## src/rtl/exec_wb_sequencer_if.sv

```systemverilog
// Bundles the sequencer's instruction, ALU, writeback, flag and debug signals.
// An instruction transfers on a rising edge where instr_valid && instr_ready are both high;
// the sequencer latches every field at that edge, so the fields may change afterwards.
interface exec_wb_sequencer_if #(
    parameter int DW   = 16,
    parameter int RA_W = 3
);
    logic            instr_valid;
    logic            instr_ready;
    logic [2:0]      instr_op;
    logic            instr_cmp;
    logic [RA_W-1:0] instr_rd;
    logic [RA_W-1:0] instr_ra;
    logic [RA_W-1:0] instr_rb;
    logic            instr_imm_en;
    logic [DW-1:0]   instr_imm;

    logic [DW-1:0]   alu_a;
    logic [DW-1:0]   alu_b;
    logic [2:0]      alu_op;
    logic            alu_en;
    logic            alu_setflag;
    logic [DW-1:0]   alu_r;
    logic            alu_z;
    logic            alu_n;

    logic            wb_valid;
    logic [RA_W-1:0] wb_rd;
    logic [DW-1:0]   wb_data;
    logic            flag_z;
    logic            flag_n;

    logic [RA_W-1:0] dbg_addr;
    logic [DW-1:0]   dbg_data;

    modport slave (
        input  instr_valid, instr_op, instr_cmp, instr_rd, instr_ra, instr_rb,
               instr_imm_en, instr_imm, alu_r, alu_z, alu_n, dbg_addr,
        output instr_ready, alu_a, alu_b, alu_op, alu_en, alu_setflag,
               wb_valid, wb_rd, wb_data, flag_z, flag_n, dbg_data
    );

    modport master (
        output instr_valid, instr_op, instr_cmp, instr_rd, instr_ra, instr_rb,
               instr_imm_en, instr_imm, alu_r, alu_z, alu_n, dbg_addr,
        input  instr_ready, alu_a, alu_b, alu_op, alu_en, alu_setflag,
               wb_valid, wb_rd, wb_data, flag_z, flag_n, dbg_data
    );
endinterface

```

## src/rtl/exec_wb_sequencer.sv

```systemverilog
// Four-cycle execute/writeback sequencer around a combinational ALU:
// IDLE (accept) -> OPRD (load operands) -> EXEC (ALU enabled, capture) -> WB (retire).
module exec_wb_sequencer #(
    parameter int DW   = 16,
    parameter int RA_W = 3
) (
    input  logic              clk,
    input  logic              rst,
    exec_wb_sequencer_if.slave bus,
    output logic [1:0]        o_state
);
    localparam int NREG = 2 ** RA_W;

    typedef enum logic [1:0] {
        S_IDLE = 2'd0,
        S_OPRD = 2'd1,
        S_EXEC = 2'd2,
        S_WB   = 2'd3
    } state_t;

    state_t          r_state;

    logic            r_cmp;
    logic [RA_W-1:0] r_rd;
    logic [RA_W-1:0] r_ra;
    logic [RA_W-1:0] r_rb;
    logic            r_imm_en;
    logic [DW-1:0]   r_imm;
    logic [2:0]      r_op;

    logic [DW-1:0]   r_alu_a;
    logic [DW-1:0]   r_alu_b;
    logic [2:0]      r_alu_op;

    logic [DW-1:0]   r_res;
    logic            r_res_z;
    logic            r_res_n;

    logic            r_wb_valid;
    logic [RA_W-1:0] r_wb_rd;
    logic            r_flag_z;
    logic            r_flag_n;

    logic [DW-1:0]   r_regs [NREG];

    logic [DW-1:0]   w_src_a;
    logic [DW-1:0]   w_src_b;
    logic            w_accept;

    // r0 is never written, but reads are forced to zero so it stays zero regardless.
    assign w_src_a  = (r_ra == '0) ? '0 : r_regs[r_ra];
    assign w_src_b  = r_imm_en ? r_imm : ((r_rb == '0) ? '0 : r_regs[r_rb]);
    assign w_accept = (r_state == S_IDLE) && bus.instr_valid;

    always_ff @(posedge clk) begin
        if (rst) begin
            r_state    <= S_IDLE;
            r_cmp      <= 1'b0;
            r_rd       <= '0;
            r_ra       <= '0;
            r_rb       <= '0;
            r_imm_en   <= 1'b0;
            r_imm      <= '0;
            r_op       <= '0;
            r_alu_a    <= '0;
            r_alu_b    <= '0;
            r_alu_op   <= '0;
            r_res      <= '0;
            r_res_z    <= 1'b0;
            r_res_n    <= 1'b0;
            r_wb_valid <= 1'b0;
            r_wb_rd    <= '0;
            r_flag_z   <= 1'b0;
            r_flag_n   <= 1'b0;
            for (int i = 0; i < NREG; i++) begin
                r_regs[i] <= '0;
            end
        end else begin
            case (r_state)
                S_IDLE: begin
                    if (w_accept) begin
                        r_cmp    <= bus.instr_cmp;
                        r_rd     <= bus.instr_rd;
                        r_ra     <= bus.instr_ra;
                        r_rb     <= bus.instr_rb;
                        r_imm_en <= bus.instr_imm_en;
                        r_imm    <= bus.instr_imm;
                        r_op     <= bus.instr_op;
                        r_state  <= S_OPRD;
                    end
                end
                S_OPRD: begin
                    r_alu_a  <= w_src_a;
                    r_alu_b  <= w_src_b;
                    r_alu_op <= r_op;
                    r_state  <= S_EXEC;
                end
                S_EXEC: begin
                    r_res      <= bus.alu_r;
                    r_res_z    <= bus.alu_z;
                    r_res_n    <= bus.alu_n;
                    r_wb_valid <= 1'b1;
                    r_wb_rd    <= r_cmp ? '0 : r_rd;
                    r_state    <= S_WB;
                end
                S_WB: begin
                    // Compares only touch the flags; ordinary ops only touch the register file.
                    if (r_cmp) begin
                        r_flag_z <= r_res_z;
                        r_flag_n <= r_res_n;
                    end else if (r_rd != '0) begin
                        r_regs[r_rd] <= r_res;
                    end
                    r_wb_valid <= 1'b0;
                    r_state    <= S_IDLE;
                end
                default: begin
                    r_state <= S_IDLE;
                end
            endcase
        end
    end

    assign bus.instr_ready = (r_state == S_IDLE);
    assign bus.alu_a       = r_alu_a;
    assign bus.alu_b       = r_alu_b;
    assign bus.alu_op      = r_alu_op;
    assign bus.alu_en      = (r_state == S_EXEC);
    assign bus.alu_setflag = (r_state == S_EXEC) && r_cmp;
    assign bus.wb_valid    = r_wb_valid;
    assign bus.wb_rd       = r_wb_rd;
    assign bus.wb_data     = r_res;
    assign bus.flag_z      = r_flag_z;
    assign bus.flag_n      = r_flag_n;
    assign bus.dbg_data    = (bus.dbg_addr == '0) ? '0 : r_regs[bus.dbg_addr];
    assign o_state         = r_state;
endmodule

```

## src/flat_wrapper.sv

```systemverilog
// flat-port wrapper written by rule: the top's interface ports become plain ports
module exec_wb_sequencer_flat 
#(
    parameter int DW   = 16,
    parameter int RA_W = 3
)
  (clk, rst, o_state, bus_instr_valid, bus_instr_op, bus_instr_cmp, bus_instr_rd, bus_instr_ra, bus_instr_rb, bus_instr_imm_en, bus_instr_imm, bus_alu_r, bus_alu_z, bus_alu_n, bus_dbg_addr, bus_instr_ready, bus_alu_a, bus_alu_b, bus_alu_op, bus_alu_en, bus_alu_setflag, bus_wb_valid, bus_wb_rd, bus_wb_data, bus_flag_z, bus_flag_n, bus_dbg_data);
  exec_wb_sequencer_if #(.DW(DW), .RA_W(RA_W)) bus_i ();
  input  logic clk;
  input  logic rst;
  output logic [1:0] o_state;
  input wire logic [$bits(bus_i.instr_valid)-1:0] bus_instr_valid;
  input wire logic [$bits(bus_i.instr_op)-1:0] bus_instr_op;
  input wire logic [$bits(bus_i.instr_cmp)-1:0] bus_instr_cmp;
  input wire logic [$bits(bus_i.instr_rd)-1:0] bus_instr_rd;
  input wire logic [$bits(bus_i.instr_ra)-1:0] bus_instr_ra;
  input wire logic [$bits(bus_i.instr_rb)-1:0] bus_instr_rb;
  input wire logic [$bits(bus_i.instr_imm_en)-1:0] bus_instr_imm_en;
  input wire logic [$bits(bus_i.instr_imm)-1:0] bus_instr_imm;
  input wire logic [$bits(bus_i.alu_r)-1:0] bus_alu_r;
  input wire logic [$bits(bus_i.alu_z)-1:0] bus_alu_z;
  input wire logic [$bits(bus_i.alu_n)-1:0] bus_alu_n;
  input wire logic [$bits(bus_i.dbg_addr)-1:0] bus_dbg_addr;
  output wire logic [$bits(bus_i.instr_ready)-1:0] bus_instr_ready;
  output wire logic [$bits(bus_i.alu_a)-1:0] bus_alu_a;
  output wire logic [$bits(bus_i.alu_b)-1:0] bus_alu_b;
  output wire logic [$bits(bus_i.alu_op)-1:0] bus_alu_op;
  output wire logic [$bits(bus_i.alu_en)-1:0] bus_alu_en;
  output wire logic [$bits(bus_i.alu_setflag)-1:0] bus_alu_setflag;
  output wire logic [$bits(bus_i.wb_valid)-1:0] bus_wb_valid;
  output wire logic [$bits(bus_i.wb_rd)-1:0] bus_wb_rd;
  output wire logic [$bits(bus_i.wb_data)-1:0] bus_wb_data;
  output wire logic [$bits(bus_i.flag_z)-1:0] bus_flag_z;
  output wire logic [$bits(bus_i.flag_n)-1:0] bus_flag_n;
  output wire logic [$bits(bus_i.dbg_data)-1:0] bus_dbg_data;
  assign bus_i.instr_valid = bus_instr_valid;
  assign bus_i.instr_op = bus_instr_op;
  assign bus_i.instr_cmp = bus_instr_cmp;
  assign bus_i.instr_rd = bus_instr_rd;
  assign bus_i.instr_ra = bus_instr_ra;
  assign bus_i.instr_rb = bus_instr_rb;
  assign bus_i.instr_imm_en = bus_instr_imm_en;
  assign bus_i.instr_imm = bus_instr_imm;
  assign bus_i.alu_r = bus_alu_r;
  assign bus_i.alu_z = bus_alu_z;
  assign bus_i.alu_n = bus_alu_n;
  assign bus_i.dbg_addr = bus_dbg_addr;
  assign bus_instr_ready = bus_i.instr_ready;
  assign bus_alu_a = bus_i.alu_a;
  assign bus_alu_b = bus_i.alu_b;
  assign bus_alu_op = bus_i.alu_op;
  assign bus_alu_en = bus_i.alu_en;
  assign bus_alu_setflag = bus_i.alu_setflag;
  assign bus_wb_valid = bus_i.wb_valid;
  assign bus_wb_rd = bus_i.wb_rd;
  assign bus_wb_data = bus_i.wb_data;
  assign bus_flag_z = bus_i.flag_z;
  assign bus_flag_n = bus_i.flag_n;
  assign bus_dbg_data = bus_i.dbg_data;
  exec_wb_sequencer #(.DW(DW), .RA_W(RA_W)) u_core (.clk(clk), .rst(rst), .bus(bus_i), .o_state(o_state));
endmodule
```

## config.mk

```make
export PLATFORM = sky130hd
export DESIGN_NAME = exec_wb_sequencer_flat
export DESIGN_NICKNAME = d
export VERILOG_FILES = /design/src/rtl/exec_wb_sequencer_if.sv /design/src/rtl/exec_wb_sequencer.sv /design/src/flat_wrapper.sv
export SDC_FILE = /design/constraint.sdc
export NUM_CORES = 1
export LEC_CHECK = 0
export CORE_MARGIN = 3
export CORE_UTILIZATION = 45
export DETAILED_ROUTE_END_ITERATION = 7
export PLACE_DENSITY_LB_ADDON = 0.25
export SYNTH_ARGS = -nofsm -noshare
export SYNTH_HDL_FRONTEND = slang
export SYNTH_SLANG_ARGS = --single-unit
```

## constraint.sdc

```tcl
create_clock -name clk -period 3.1 [get_ports clk]
set_clock_uncertainty 0.1 [all_clocks]
set_input_delay 0.62 -clock clk [delete_from_list [all_inputs] [get_ports clk]]
set_output_delay 0.62 -clock clk [all_outputs]
set_load 0.01 [all_outputs]
```

== Word-level counts from Yosys, hierarchy flattened ==
Memories as Yosys holds them, arrays and structs flattened. A register that Yosys moved wholly into a read port is not among the register bits.
Cells that the tools add are included.

* Output and inout bits: 78
* Bits in registers: 91
* Word-level logic and storage cells: 56
* Memories: 1
* RAM bits: 128
* Input bits: 54

{| class="wikitable"
|+ Memory list
! memory !! depth !! bits a word !! rd ports !! clocked after memory_dff !! write ports !! line !! source
|-
| u_core.r_regs || 8 || 16 || 3 || 2 || 8 || exec_wb_sequencer.sv:44 || <nowiki>logic [DW-1:0] r_regs [NREG];</nowiki>
|}

* Multiplexer cells: 22
* Reduce and logical (&&, ||, !) cells: 11
* Equal/unequal tests: 4

{| class="wikitable"
|+ Operators by type and width
! operator !! number
|-
| $mux 16 || 5
|-
| $mux 3 || 6
|-
| $reduce_or 16->1 || 1
|-
| $logic_not 3->1 || 3
|-
| $mux 1 || 8
|-
| $pmux 2 s4 || 1
|-
| $eq 2x2->1 const B || 2
|-
| $reduce_and 2->1 || 2
|-
| $reduce_bool 3->1 || 1
|-
| $eq 2x1->1 const B || 1
|-
| $logic_and 1x1->1 || 2
|-
| $logic_not 2->1 || 1
|-
| $mux 2 || 1
|-
| $ne 2x1->1 const B || 1
|-
| $pmux 1 s2 || 1
|-
| $reduce_bool 2->1 || 1
|}

== Longest topological paths before layout ==
Gate-level depths: netlist (run 1).

* Depth after elaboration: 8
* Depth in mapped cells: 7
* Gate-level depth less buffers: 5

== Least setup slack after synthesis (run 1) ==
No wires, ideal clock.

* Kind: in2reg
* Start point: in rst
* End point: mem u_core.r_regs[6][0], enable pin
* Required time: 2.589 ns
* Data arrival time: 2.226 ns
* Slack: 0.362 ns
* Buffers on the path: 1
* Stages: 3
* Setup time: 0.411 ns
* Cell sequence: buf_2 > nand4bb_1 > o21ai_0

{| class="wikitable"
|+ RTL lines
! element !! line !! source
|-
| start: declaration || flat_wrapper.sv:10 || <nowiki>input logic rst;</nowiki>
|-
| end: declaration || exec_wb_sequencer.sv:44 ||
|}

== Worst setup path after layout (run 1) ==
* Start point: in bus_dbg_addr[1]
* End point: out bus_dbg_data[13]

* Longest elaborated chain between the ends: 2
* Elaborated cells on any way between the ends: 3
* Those cells by class: mux (1); reduce/logical (1); memory (1)

{| class="wikitable"
|+ RTL lines
! element !! line !! source
|-
| start: declaration || flat_wrapper.sv:23 || <nowiki>input wire logic [$bits(bus_i.dbg_addr)-1:0] bus_dbg_addr;</nowiki>
|-
| $mem_v2 8x16 / $logic_not 3->1 (equally long branches) || n/a ||
|-
| $mux 16 * || exec_wb_sequencer.sv:135 || <nowiki>assign bus.dbg_data = (bus.dbg_addr == '0) ? '0 : r_regs[bus.dbg_addr];</nowiki>
|-
| end: declaration || flat_wrapper.sv:35 || <nowiki>output wire logic [$bits(bus_i.dbg_data)-1:0] bus_dbg_data;</nowiki>
|}

Every way passes the cells marked *; elsewhere a longest branch is shown, timed or not.

==> impl_metrics.tcl, run 1 <==
set metrics [dict create \
    slew_headroom_pct 37.7 \
    clkPwrFrac_pct 35.3 \
    p_leak_nw 4.89 \
    p_seq_share_pct 41.7 \
    worstPathRequired_ns 2.38 \
    final_max_slew_viol_count 0 \
    r2r-end "u_core.r_regs[1][11]" \
    synth_flop_cell "edfxtp_1" \
    cts_root_buffer "clkbuf_16" \
    antenna_cells 0 \
    utilization_pct 58.0 \
    p_sw_share_pct 29.4 \
    syn_area_per_cell_um2 11.3 \
    viasPerCell 5.67 \
    overflow 0 \
    path_clk_slew_ns 0.06 \
    wl_per_cell_um 21.9 \
    grt_max_degree 65 \
    clk_latency_ns 0.51 \
    port_buffers 131 \
    wl_mm 31.8 \
    critPathMaxFanout 11 \
    post_cts_buffers 0 \
    clock_sinks 225 \
    cts_made_buffers 25 \
    ys_async_sr_fraction_pct 0 \
    holdBufCountCts 0 \
    rsz0062_at_grt "no" \
    finalCritPeriodShare_pct 97.7 \
    yosysWarningCount 0 \
    outcome "finished clean" \
    dieArea_um2 26700 \
    nets 1177 \
    netlist_instances 984 \
    cts_resized 4 \
    antenna_found_initial 0 \
    seq_area_frac_synth_pct 51.9 \
    die_x_um 163 \
    critPathSlowestCell "clkdlybuf4s50_1" \
    cp.arrival_ns 2.31 \
    rr_worst_depth 5 \
    hold_viol 0 \
    postPlaceCellArea_um2 12900 \
    drc 0 \
    area_delta_synth_final_pct 24.2 \
    syn_area_um2 11200 \
    cts_tree "yes" \
    final_cell_area_um2 13900 \
    endpoint_kind "output pin" \
    io_pins 132 \
    multi_input_area_um2 4970 \
    place_congestion 0.889 \
    final_cell_mix "edfxtp_1 (128), clkdlybuf4s50_1 (127), mux2i_1 (118), and2_1 (116), dfxtp_1 (95)" \
    endpoint "bus_dbg_data[13]" \
    synthDistinctLibCells 40 \
    die_y_um 163 \
    fmax_ghz 0.330 \
    synth_edf_count 128 \
    maxCapViolCount 0 \
    ir_worst_vdd_mv 0.641 \
    worst_pin_slew_ns 0.935 \
    grt_pass1_vias 8173 \
    grt.total_usage_pct 23.7 \
    r2r-start "u_core.o_state[0]" \
    num_rows 56 \
    drive_above_1_share_pct 14.4 \
    dp_hpwl_mm 22.4 \
    dr.first_iter.drc_count 787 \
    critPathLaunch "bus_dbg_addr[1]" \
    internal-power_mw 6.33 \
    detail-route-antenna-nets 0 \
    synth_seq_cells 225 \
    grt_pass1_wl_mm 48.7 \
    n_fill_cell 2024 \
    crit_type "in2out" \
    cts_buffer_depth 3 \
    finalSetupViolCount 0 \
    max_stage_delay_ns 0.49 \
    crit_chain "clkdlybuf4s15_2 > bufbuf_16 > mux2_2 > a221oi_1 > a21oi_1 > clkdlybuf4s50_1" \
    num_vias 8243 \
    initial_core_util_pct 46.7 \
    finalCriticalPeriod_ns 3.03 \
    drt_first_pass_iters 5 \
    seqCellArea_um2 5790 \
    hold_ws_ns 0.349 \
    power_frac_comb_pct 23.1 \
    worstHoldPathType "reg2reg" \
    worstSetupStartpointType "primary input" \
    final_common_cell "edfxtp_1" \
    cts-htree-levels 1 \
    rrSetupSlack_ns 0.74 \
    p_switching_mw 2.63 \
    power.density_nw_per_um2 647 \
    core_area_um2 23900 \
]
==> worst max-delay path, delay by kind of cell <==
kind	cells	cell delay (ns)
AOI/OAI and AO/OA	2	0.34
buffers and inverters	3	1.02
muxes	1	0.33
==> registers in the layout, indices dropped and copies added, names as in the netlist, named ones only <==
register / cells
u_core.bus.wb_valid: 1
u_core.bus.flag_n: 1
u_core.r_res_z: 1
u_core.r_regs: 128
u_core.o_state: 2
u_core.r_op: 3
u_core.bus.alu_b: 16
u_core.r_cmp: 1
u_core.r_res_n: 1
u_core.bus.alu_op: 3
u_core.r_imm: 16
u_core.bus.wb_rd: 3
u_core.bus.flag_z: 1
u_core.r_rd: 3
u_core.r_imm_en: 1
u_core.bus.wb_data: 16
u_core.bus.alu_a: 16
u_core.r_ra: 3
u_core.r_rb: 3
==> kinds of logic after synthesis <==
| group | after synthesis | synth area share (%) |
|---|---|---|
| adders and majority gates | 5 | 0.561 |
| DFF | 225 | 51.9 |
| other | 1 | 0.0336 |
| muxes | 182 | 18.7 |
| and+or+nand+nor | 276 | 13.4 |
| buffers and inverters | 112 | 4.15 |
| AOI/OAI and AO/OA | 183 | 11.3 |
==> metrics by stage <==
step	worst slack [ns]	std cells	setup TNS [ns]	power (mW)
detailed placement	-0.174	1409	-2.27	5.84
CTS	0.0720	1455	0	9.01
global placement	-0.144	1409	-1.79	5.82
finish	0.0719	1455	0	8.96
global route	0.000771	1455	0	9.34
floorplan	0.362	999	0	4.96
==> worst min path at each step <==
stage / start / end / slack (ns) / cells past startpoint
2_1_floorplan: u_core.r_op[0] / u_core.r_op[0] / 0.34 / 2
3_3_place_gp: u_core.bus.alu_a[12] / u_core.bus.alu_a[12] / 0.34 / 2
3_5_place_dp: u_core.bus.alu_a[8] / u_core.bus.alu_a[8] / 0.34 / 2
4_1_cts: u_core.bus.alu_a[8] / u_core.bus.alu_a[8] / 0.35 / 2
5_1_grt: u_core.bus.alu_a[5] / u_core.bus.alu_a[5] / 0.38 / 2
6_report: u_core.bus.alu_a[8] / u_core.bus.alu_a[8] / 0.35 / 2
==> routing by layer <==
metal / vias to the layer above / global-route usage, % / routed length, um / share of wire, %
met3: 35 / 6.95 / 3610 / 11
met2: 387 / 33.7 / 13000 / 41
met4: 0 / 4.34 / 410 / 1.3
met5: - / 0.568 / 0 / 0
li1: 3858 / - / - / -
met1: 3963 / 36.0 / 14800 / 47
==> synthesized netlist by cell type, drive strengths merged (2+ instances only) <==
master   instances  share of area, %
edfxtp         128                34
mux2i          118                11
and2           116               6.5
dfxtp           97                17
nand2           81               2.7
a21oi           50               2.2
mux2            48               4.8
clkbuf          44               1.5
buf             34               1.5
a22oi           33               2.2
inv             33               1.1
nor2            31               1.0
o21ai           19              0.85
nand3           18              0.81
a32o            16               1.4
mux4            16               3.2
o31ai           16               1.1
a221oi          15               1.2
a22o            15               1.2
o22ai           15              0.84
nor2b            7              0.39
or2              6              0.34
ha               5              0.56
nand2b           5              0.30
nor3             5              0.36
nand3b           2              0.13
nor4             2              0.38
o2bb2ai          2              0.16
==> power groups by stage <==
stage	registers, mW	clock network, mW	logic, mW
2_1_floorplan	3.70	0	1.26
3_3_place_gp	3.78	0	2.04
3_5_place_dp	3.79	0	2.06
4_1_cts	3.73	3.20	2.07
5_1_grt	3.77	3.32	2.25
6_report	3.73	3.16	2.07
==> final cells by class <==
class | instances | share of cell area, %
sequential | 225 | 41.8
clock inverter | 12 | 0.984
multi-input combinational | 662 | 35.9
inverter | 34 | 0.921
tap | 319 | 2.88
clock buffer | 33 | 5.42
timing repair buffer | 170 | 12.1
(Power assumes the default switching activity.)
==> inputs of run 2 (changes only) <==
--- a/config.mk
+++ b/config.mk
@@ -6,7 +6,7 @@
 export NUM_CORES = 1
 export LEC_CHECK = 0
 export CORE_MARGIN = 3
-export CORE_UTILIZATION = 45
+export CORE_UTILIZATION = 30
 export DETAILED_ROUTE_END_ITERATION = 7
 export PLACE_DENSITY_LB_ADDON = 0.25
 export SYNTH_ARGS = -nofsm -noshare
==> run 2 against run 1 <==
  * Total power down 1.6%
  * Register-to-register slack about the same
  * Critical path depth is the same
  * Critical path type unchanged
  * Critical endpoint is now bus_dbg_data[8]
  * Highest routed layer unchanged
==> impl_metrics.tcl, run 2 (same netlist as run 1, synthesis figures left out) <==
set metrics [dict create \
    worstSetupStartpointType "primary input" \
    die_y_um 199 \
    dp_cells 1551 \
    area_delta_synth_final_pct 25.1 \
    drt_first_pass_iters 5 \
    n_fill_cell 3557 \
    hold_depth 2 \
    hold_viol 0 \
    finalSetupViolCount 0 \
    dr.first_iter.drc_count 744 \
    postPlaceCellArea_um2 13100 \
    detail-route-antenna-nets 0 \
    largest_reg_flops 128 \
    place_congestion 0.862 \
    viasPerCell 5.01 \
    wl_mm 35.0 \
    rr_worst_depth 4 \
    initial_core_util_pct 30.9 \
    ir_worst_vdd_mv 0.452 \
    r2r-start "u_core.o_state[0]" \
    cp.arrival_ns 2.29 \
    fmax_ghz 0.332 \
    num_rows 69 \
    final_cell_area_um2 13900 \
    endpoint_kind "output pin" \
    antenna_cells 0 \
    p_sw_share_pct 30.8 \
    rsz0062_at_grt "no" \
    rrSetupSlack_ns 0.75 \
    finalSetupTns_ns 0 \
    grt_pass1_wl_mm 52.8 \
    finalCritPeriodShare_pct 97.0 \
    worst_pin_slew_ns 0.989 \
    power_frac_comb_pct 23.8 \
    maxCapViolCount 0 \
    path_clk_slew_ns 0.06 \
    final_cell_mix "clkdlybuf4s50_1 (128), edfxtp_1 (128), mux2i_1 (118), and2_1 (116), dfxtp_1 (95)" \
    max_flop_register "u_core.r_regs" \
    core_area_um2 36100 \
    antenna_found_initial 0 \
    grt_max_degree 65 \
    internal-power_mw 6.10 \
    final_max_slew_viol_count 0 \
    outcome "finished clean" \
    cts-htree-levels 1 \
    cts_tree "yes" \
    finalCriticalPeriod_ns 3.01 \
    crit_type "in2out" \
    critPathMaxFanout 5 \
    power.density_nw_per_um2 632 \
    dp_hpwl_mm 25.7 \
    drc 0 \
    cts_made_buffers 26 \
    hp-start "u_core.r_imm[15]" \
    fin_cells 1600 \
    worst_hold_path.endpoint "u_core.r_imm[15]" \
    clkPwrFrac_pct 33.6 \
    clk_latency_ns 0.55 \
    cts_buffer_depth 3 \
    r2r-end "u_core.r_regs[7][9]" \
    drive_above_1_share_pct 14.5 \
    clock_sinks 225 \
    holdBufCountCts 0 \
    p_leak_nw 4.85 \
    nets 1178 \
    overflow 0 \
    port_buffers 131 \
    io_pins 132 \
    utilization_pct 38.7 \
    worstHoldPathType "reg2reg" \
    wl_per_cell_um 21.9 \
    grt.total_usage_pct 17.6 \
    post_cts_buffers 0 \
    dieArea_um2 39500 \
    p_switching_mw 2.72 \
    worstPathRequired_ns 2.38 \
    die_x_um 199 \
    cts_root_buffer "clkbuf_16" \
    num_vias 8008 \
    slew_headroom_pct 33.8 \
    p_seq_share_pct 42.6 \
    grt_pass1_vias 8035 \
]
[run 2: cell count changes in the layout (fill, tap and decap cells not counted), sizes merged]
cell,change
clkbuf,+7
bufinv,-2
bufbuf,-1
clkdlybuf4s50,+1
clkinv,+1
clkinvlp,-1
dlygate4sd2,-1
inv,-1
[run 2: worst max-delay path by stage]
| stage | start | endpoint | cells after the start |
|---|---|---|---|
| after floorplan | rst | u_core.r_regs[6][0] | 3 |
| final | bus_dbg_addr[1] | bus_dbg_data[8] | 6 |
| after detailed placement | bus_dbg_addr[1] | bus_dbg_data[14] | 6 |
| after global routing | bus_dbg_addr[1] | bus_dbg_data[10] | 6 |
| after global placement | bus_dbg_addr[1] | bus_dbg_data[3] | 7 |
| after CTS | bus_dbg_addr[1] | bus_dbg_data[8] | 7 |
[run 2: repair_timing]
| action | 4_1_cts | 5_1_grt |
|---|---|---|
| cloned | 1 | 0 |
| setup endpoints to repair | 16 | 2 |
| resized for setup | 5 | 1 |
[run 2: final cells by class]
class                      count  area (um^2)  area share [%]
sequential                   225         5790            41.5
multi-input combinational    662         4980            35.7
timing repair buffer         170         1650            11.8
clock buffer                  39          733            5.26
tap                          461          577            4.13
inverter                      34          128           0.915
clock inverter                 9         85.1           0.610
[run 2: power groups by stage]
| stage | clock, mW | combinational, mW | sequential, mW |
|---|---|---|---|
| floorplan | 0 | 1.26 | 3.70 |
| global placement | 0 | 2.10 | 3.81 |
| detailed placement | 0 | 2.11 | 3.82 |
| CTS | 3.05 | 2.12 | 3.76 |
| global route | 3.18 | 2.28 | 3.80 |
| finish | 2.97 | 2.10 | 3.76 |
[run 2: critical path: stages]
cell and delay (ns):
clkdlybuf4s15_2 0.27, clkbuf_4 0.23, mux2_2 0.34, a221oi_1 0.24
a21oi_1 0.09, clkdlybuf4s50_1 0.49
[run 2: per-stage QoR]
step / setup slack (ns) / power, mW / hold WS [ns]
3_5_place_dp: -0.256 / 5.93 / 0.348
6_report: 0.0918 / 8.82 / 0.354
5_1_grt: 0.00780 / 9.26 / 0.371
3_3_place_gp: -0.200 / 5.92 / 0.336
2_1_floorplan: 0.362 / 4.96 / 0.336
4_1_cts: 0.0566 / 8.93 / 0.356
[run 2: layer usage]
layer	vias to the layer above	track usage, %	wire length [um]
met5	-	0	0
met2	264	24.5	14100
li1	3861	-	-
met1	3844	27.8	17900
met3	39	3.37	2440
met4	0	3.80	550
==> inputs of run 3 (changes only) <==
--- a/config.mk
+++ b/config.mk
@@ -8,6 +8,7 @@
 export CORE_MARGIN = 3
 export CORE_UTILIZATION = 30
 export DETAILED_ROUTE_END_ITERATION = 7
+export GPL_ROUTABILITY_DRIVEN = 0
 export PLACE_DENSITY_LB_ADDON = 0.25
 export SYNTH_ARGS = -nofsm -noshare
 export SYNTH_HDL_FRONTEND = slang
==> run 3 against run 2 <==
  * Largest cell class unchanged
  * Setup slack better by 0.029 ns
  * Largest power group unchanged
  * Sequential share of layout area is 0.22 points lower
  * Final area is 0.53% higher
  * First-iteration DRC count is 14% lower
  * Maximum frequency is 0.96% higher
  * Clock power is 7.1% higher
  * Critical endpoint is now bus_dbg_data[2]
  * Cell count stayed put
  * Critical path depth stayed put
  * Register-to-register slack worse by 0.04 ns
  * Clock-buffer cell count is 1 higher
==> impl_metrics.tcl, run 3 (same netlist as run 1, synthesis figures left out) <==
set metrics [dict create \
    outcome "finished clean" \
    final_max_slew_viol_count 0 \
    maxCapViolCount 0 \
    num_vias 8076 \
    crit_chain "buf_2 > buf_4 > mux4_2 > inv_1 > a21oi_1 > clkdlybuf4s50_1" \
    nets 1179 \
    antenna_found_initial 1 \
    cts_buffer_depth 3 \
    finalSetupViolCount 0 \
    grt.total_usage_pct 17.6 \
    drive_above_1_share_pct 14.1 \
    drt_first_pass_iters 5 \
    dieArea_um2 39500 \
    num_rows 69 \
    hold_viol 0 \
    worst_pin_slew_ns 1.06 \
    p_leak_nw 4.86 \
    critPathSlowestCell "mux4_2" \
    fmax_ghz 0.336 \
    rr_worst_depth 4 \
    cts_tree "yes" \
    crit_type "in2out" \
    cp.arrival_ns 2.26 \
    overflow 0 \
    ir_worst_vdd_mv 0.380 \
    max_stage_delay_ns 0.54 \
    wl_mm 35.1 \
    endpoint_kind "output pin" \
    die_y_um 199 \
    clock_sinks 225 \
    r2r-end "u_core.r_regs[7][11]" \
    io_pins 132 \
    rsz0062_at_grt "no" \
    largest_reg_flops 128 \
    initial_core_util_pct 30.9 \
    hold_depth 2 \
    cts_root_buffer "clkbuf_16" \
    finalSetupTns_ns 0 \
    finalCritPeriodShare_pct 96.1 \
    rrSetupSlack_ns 0.71 \
    n_fill_cell 3500 \
    hp-start "rst" \
    drc 0 \
    clk_latency_ns 0.56 \
    worst_hold_path.endpoint "u_core.bus.wb_data[15]" \
    max_flop_register "u_core.r_regs" \
    fin_cells 1600 \
    worstPathRequired_ns 2.38 \
    worst-path-buf-inv 4 \
    viasPerCell 5.05 \
    cts_made_buffers 27 \
    port_buffers 131 \
    worstSetupStartpointType "primary input" \
    grt_pass1_vias 7985 \
    power.density_nw_per_um2 645 \
    dp_hpwl_mm 25.6 \
    path_clk_slew_ns 0.06 \
    antenna_cells 0 \
    cts-htree-levels 1 \
    multi_input_area_um2 4990 \
    critPathMaxFanout 8 \
    r2r-start "u_core.o_state[0]" \
    slew_headroom_pct 29.3 \
    seqCellArea_um2 5790 \
    finalCriticalPeriod_ns 2.98 \
    worstHoldPathType "in2reg" \
    wl_per_cell_um 21.9 \
    cp_top_family "buffers and inverters" \
    core_area_um2 36100 \
    final_cell_mix "clkdlybuf4s50_1 (128), edfxtp_1 (128), mux2i_1 (118), and2_1 (116), dfxtp_1 (95)" \
    area_delta_synth_final_pct 25.7 \
    dr.first_iter.drc_count 641 \
    die_x_um 199 \
    grt_pass1_wl_mm 52.8 \
    detail-route-antenna-nets 0 \
    grt_max_degree 65 \
    dp_cells 1552 \
]
## run 3: changes by cell type in the layout (fill, tap and decap cells not counted), moves of 2 or more
cell	change
clkbuf_1	+5
clkinv_2	-3
buf_12	+2
bufinv_16	+2
clkbuf_2	-2
clkbuf_8	-2
## run 3: cell type report
cell class / instances / share of cell area, %
flip-flops and latches: 225 / 41.3
repair buffers: 170 / 11.9
multi-input cells: 662 / 35.6
inverters: 34 / 0.910
clock buffers: 40 / 5.24
clock inverters: 8 / 0.946
well taps: 461 / 4.11
## run 3: worst max path at each step
stage                     slack [ns]             endpoint  cells past startpoint       startpoint
after floorplan                 0.36  u_core.r_regs[6][0]                      3              rst
after global placement         -0.22      bus_dbg_data[0]                      6  bus_dbg_addr[1]
after detailed placement       -0.26      bus_dbg_data[3]                      6  bus_dbg_addr[1]
after CTS                       0.03      bus_dbg_data[3]                      6  bus_dbg_addr[1]
after global routing            0.04      bus_dbg_data[2]                      6  bus_dbg_addr[0]
final                           0.12      bus_dbg_data[2]                      6  bus_dbg_addr[0]
## run 3: repair_timing
item / CTS / global route
resized for setup: 3 / 3
hold endpoints to repair: 0 / 0
buffers inserted: 0 / 0
endpoints found under the setup margin: 16 / 13
hold buffers: 0 / 0
## run 3: report_power, final
part           switching (mW)  internal [mW]
combinational            1.16          0.963
sequential              0.325           3.43
clock                    1.29           1.89
total                    2.77           6.28
## run 3: routing by layer
metal / up-vias / wire length (um) / GRT usage [%]
met5: - / 13 / 0
met4: 2 / 507 / 3.64
met3: 34 / 2700 / 3.88
met2: 272 / 14200 / 24.5
met1: 3901 / 17600 / 27.6
li1: 3867 / - / -
## run 3: stage by stage
| stage | setup slack (ns) | hold slack [ns] | utilization, % | power [mW] | area [um^2] |
|---|---|---|---|---|---|
| 5_1_grt | 0.0443 | 0.310 | 38.9 | 9.47 | 14000 |
| 3_5_place_dp | -0.257 | 0.347 | 36.4 | 5.94 | 13100 |
| 6_report | 0.120 | 0.319 | 38.9 | 9.05 | 14000 |
| 2_1_floorplan | 0.362 | 0.336 | - | 4.96 | 11200 |
| 3_3_place_gp | -0.219 | 0.337 | 36.4 | 5.93 | 13100 |
| 4_1_cts | 0.0258 | 0.284 | 38.9 | 9.15 | 14000 |
